[src/rtl/q10_shifter.sv]
// q10_shifter: registered logical-left shifter with one-hot select.
// Ports: clk, rst (sync, high), d data, n one-hot shift select, w result.
module q10_shifter #(
  parameter int WIDTH = 8
) (
  input  logic             clk,
  input  logic             rst,
  input  logic [WIDTH-1:0] d,
  input  logic [WIDTH-1:0] n,
  output logic [WIDTH-1:0] w
);

  logic [WIDTH-1:0] term [WIDTH];
  logic [WIDTH-1:0] w_next;

  // Each select bit gates its own shifted copy; a non-one-hot
  // select ORs several copies together and n = 0 yields zero.
  for (genvar k = 0; k < WIDTH; k++) begin : g_term
    assign term[k] = {WIDTH{n[k]}} & (d << k);
  end

  always_comb begin
    w_next = '0;
    for (int k = 0; k < WIDTH; k++) begin
      w_next = w_next | term[k];
    end
  end

  always_ff @(posedge clk) begin
    if (rst) begin
      w <= '0;
    end else begin
      w <= w_next;
    end
  end

endmodule

[config.mk]
export PLATFORM = sky130hd
export DESIGN_NAME = q10_shifter
export DESIGN_NICKNAME = d
export VERILOG_FILES = /design/src/rtl/q10_shifter.sv
export SDC_FILE = /design/constraint.sdc
export NUM_CORES = 1
export LEC_CHECK = 0
export ABC_AREA = 1
export ABC_CLOCK_PERIOD_IN_PS = 800
export BUFFER_PORTS_ARGS = -buffer_cell sky130_fd_sc_hd__buf_2
export CAP_MARGIN = 40
export CORE_AREA = 2 2 39 41
export CTS_BUF_LIST = sky130_fd_sc_hd__clkbuf_4
export DETAILED_ROUTE_END_ITERATION = 10
export DIE_AREA = 0 0 41 43
export GPL_ROUTABILITY_DRIVEN = 1
export PLACE_DENSITY_LB_ADDON = 0.15
export SLEW_MARGIN = 20
export SYNTH_ARGS = -nofsm -noshare
export SYNTH_HDL_FRONTEND = slang
export SYNTH_SLANG_ARGS = --single-unit
[constraint.sdc]
create_clock -name clk -period 0.8 [get_ports clk]
set_input_delay 0.04 -clock clk [delete_from_list [all_inputs] [get_ports clk]]
set_output_delay 0.04 -clock clk [all_outputs]
set_load 0.01 [all_outputs]
==> flow_metrics.env <==
export IMPL_synth_xor_area_share_pct=0
export IMPL_synth_area_mux_share_pct=0
export IMPL_cts_tree="done"
export IMPL_final_common_cell="nand2_1"
export IMPL_syn_instance_count=78
export IMPL_synth_fp_nets=96
export IMPL_critical_path_buf_inv_count=1
export IMPL_syn_area_sq_um=445
export IMPL_layout_min_cycle_time_ps=704
export IMPL_outcome="finished, final reports clean"
export IMPL_largest_register_ffs=8
export IMPL_cts_buffer_depth=2
export IMPL_worst_path_max_delay_cell="dfxtp_1"
export IMPL_place_gp_congestion=0.807
export IMPL_finalHoldViolations=0
export IMPL_synth_top_area_cell="nand2_1"
export IMPL_antennaDiodeCount=0
export IMPL_wl_mm=1.04
export IMPL_wire_per_inst_um=8.64
export IMPL_ioPinCount=26
export IMPL_fin_cells=120
export IMPL_hpwl_um=850
export IMPL_critPathLaunchType="flip-flop"
export IMPL_cpPeakStageDelay_ps=300
export IMPL_synth_seq_cells=8
export IMPL_grt_overflow=0
export IMPL_leakagePower_uw=0.000366
export IMPL_end_kind="primary output"
export IMPL_reg_largest_list="w x8"
export IMPL_die_w_um=41
export IMPL_setup_viol=0
export IMPL_grt_pass1_wl_mm=1.79
export IMPL_grt_max_degree=9
export IMPL_yosysUniqueCellTypes=11
export IMPL_tightest_slew_ps=154
export IMPL_hold_buffers=0
export IMPL_gr_usage_all_layers_pct=15.0
export IMPL_tns_ps=0
export IMPL_firstDrtPassIters=4
export IMPL_via_count=530
export IMPL_register_area_sq_um=160
export IMPL_slew_viol_final=0
export IMPL_crit_chain="buf_2"
export IMPL_via_per_inst=4.42
export IMPL_die_h_um=43
export IMPL_path_clk_slew_ps=50
export IMPL_start_util_pct=32.2
export IMPL_vdd_ir_drop_max_uv=400
export IMPL_cp_max_fo=1
export IMPL_final_cell_mix="nand2_1, buf_2, nor2_1, dfxtp_1, a21oi_1"
export IMPL_antenna_found_initial=0
export IMPL_regMostFlops="w"
export IMPL_power_density_nw_per_um2=1590
export IMPL_h_tree_depth=1
export IMPL_slew_limit_headroom_pct=89.7
export IMPL_numCtsBuffers=3
export IMPL_arrival_ps=660
export IMPL_final_antenna_net_count=0
export IMPL_core_area_sq_um=1380
export IMPL_synthSimpleGateAreaFrac_pct=52.8
export IMPL_root_buffer="clkbuf_4"
export IMPL_yosys_top_cells_area="nand2_1, dfxtp_1, nor2_1, a21oi_1, buf_4"
export IMPL_hold_ws_ps=49.6
export IMPL_crit_type="flip-flop to primary output"
export IMPL_cts_resized=0
export IMPL_drv_cap=0
export IMPL_cts_sinks=8
export IMPL_layout_drive_gt1_share_pct=27.9
export IMPL_crit_required_ps=760
export IMPL_io_buffers=25
export IMPL_pre_cts_slack_ps=177
export IMPL_syn2layout_area_growth_pct=34.3
export IMPL_synth_top_family_by_area="simple AND/OR/NAND/NOR gates"
export IMPL_ys_warn_count=0
export IMPL_final_util_pct=43.2
export IMPL_fin_crit_sh_pct=88.0
export IMPL_syn_area_per_cell_sq_um=5.71
export IMPL_post_cts_setup_buffers=0
export IMPL_yosysSeqAreaShare_pct=36.0
export IMPL_synth_top_area_share_pct=39.6
export IMPL_yosys_area_share_adder_pct=0
export IMPL_synth_compound_area_share_pct=4.49
export IMPL_hp_class="input port to flip-flop"
export IMPL_crit_family="flip-flops"
export IMPL_nNetsFinal=124
export IMPL_drc_errors=0
export IMPL_place_inst=117
export IMPL_setup_ws_ps=96.0
export IMPL_drtIter0Drc=6
export IMPL_num_fill_cells=170
export IMPL_fp_row_count=14
export IMPL_fmax_mhz=1420
export IMPL_grt_pass1_vias=451
export IMPL_rsz0062_at_grt="false"
export IMPL_die_area_sq_um=1760
export IMPL_multiInputGateArea_sq_um=255
-- final cells by class --
| class | count | share of cell area (%) |
|---|---|---|
| Sequential cell | 8 | 26.8 |
| Multi-Input combinational cell | 64 | 42.7 |
| Timing Repair Buffer | 25 | 20.9 |
| Inverter | 4 | 2.51 |
| Clock buffer | 3 | 3.77 |
| Tap cell | 16 | 3.35 |
-- cells in the mapped netlist --
master and count:
nand3_1 2, nor2_1 8, nand2_2 1, and2_1 1, clkinv_1 1, dfxtp_1 8, nand2_1 47, nand4_1 1
buf_4 2, a21oi_1 4, inv_1 3
-- worst paths after layout --
| kind | to | depth (start not counted) | start | slack (ps) |
|---|---|---|---|---|
| setup / recovery | w[5] | 1 | w[5]$_SDFF_PP0_ | 100 |
| hold / removal | w[0]$_SDFF_PP0_ | 2 | rst | 50 |
-- where the power goes --
group	leakage, uW	switching (uW)	total (uW)	internal, uW
sequential	0.0000670	5.15	433	428
clock	0.0000138	124	295	171
combinational	0.000285	130	225	95.2
-- kinds of logic (layout without fill, tap and decap cells) --
kind of cell    Yosys count  count (layout)
flops                     8               8
compound gates            4               4
buf+inv                   6              32
simple gates             60              60
-- per-stage QoR --
stage               cell area [sq um]  total power (uW)
finish                            598               953
detailed placement                576               669
floorplan                         445               563
CTS                               598               975
global route                      598              1030
global placement                  576               670
-- metal layers --
metal	global-route usage, %	up-vias	routed length (um)
met1	19.1	223	466
li1	-	289	-
met2	21.6	16	506
met4	8.00	0	14
met3	4.71	2	50
met5	0	-	0
Note: power is estimated with default switching activity, not from simulation.
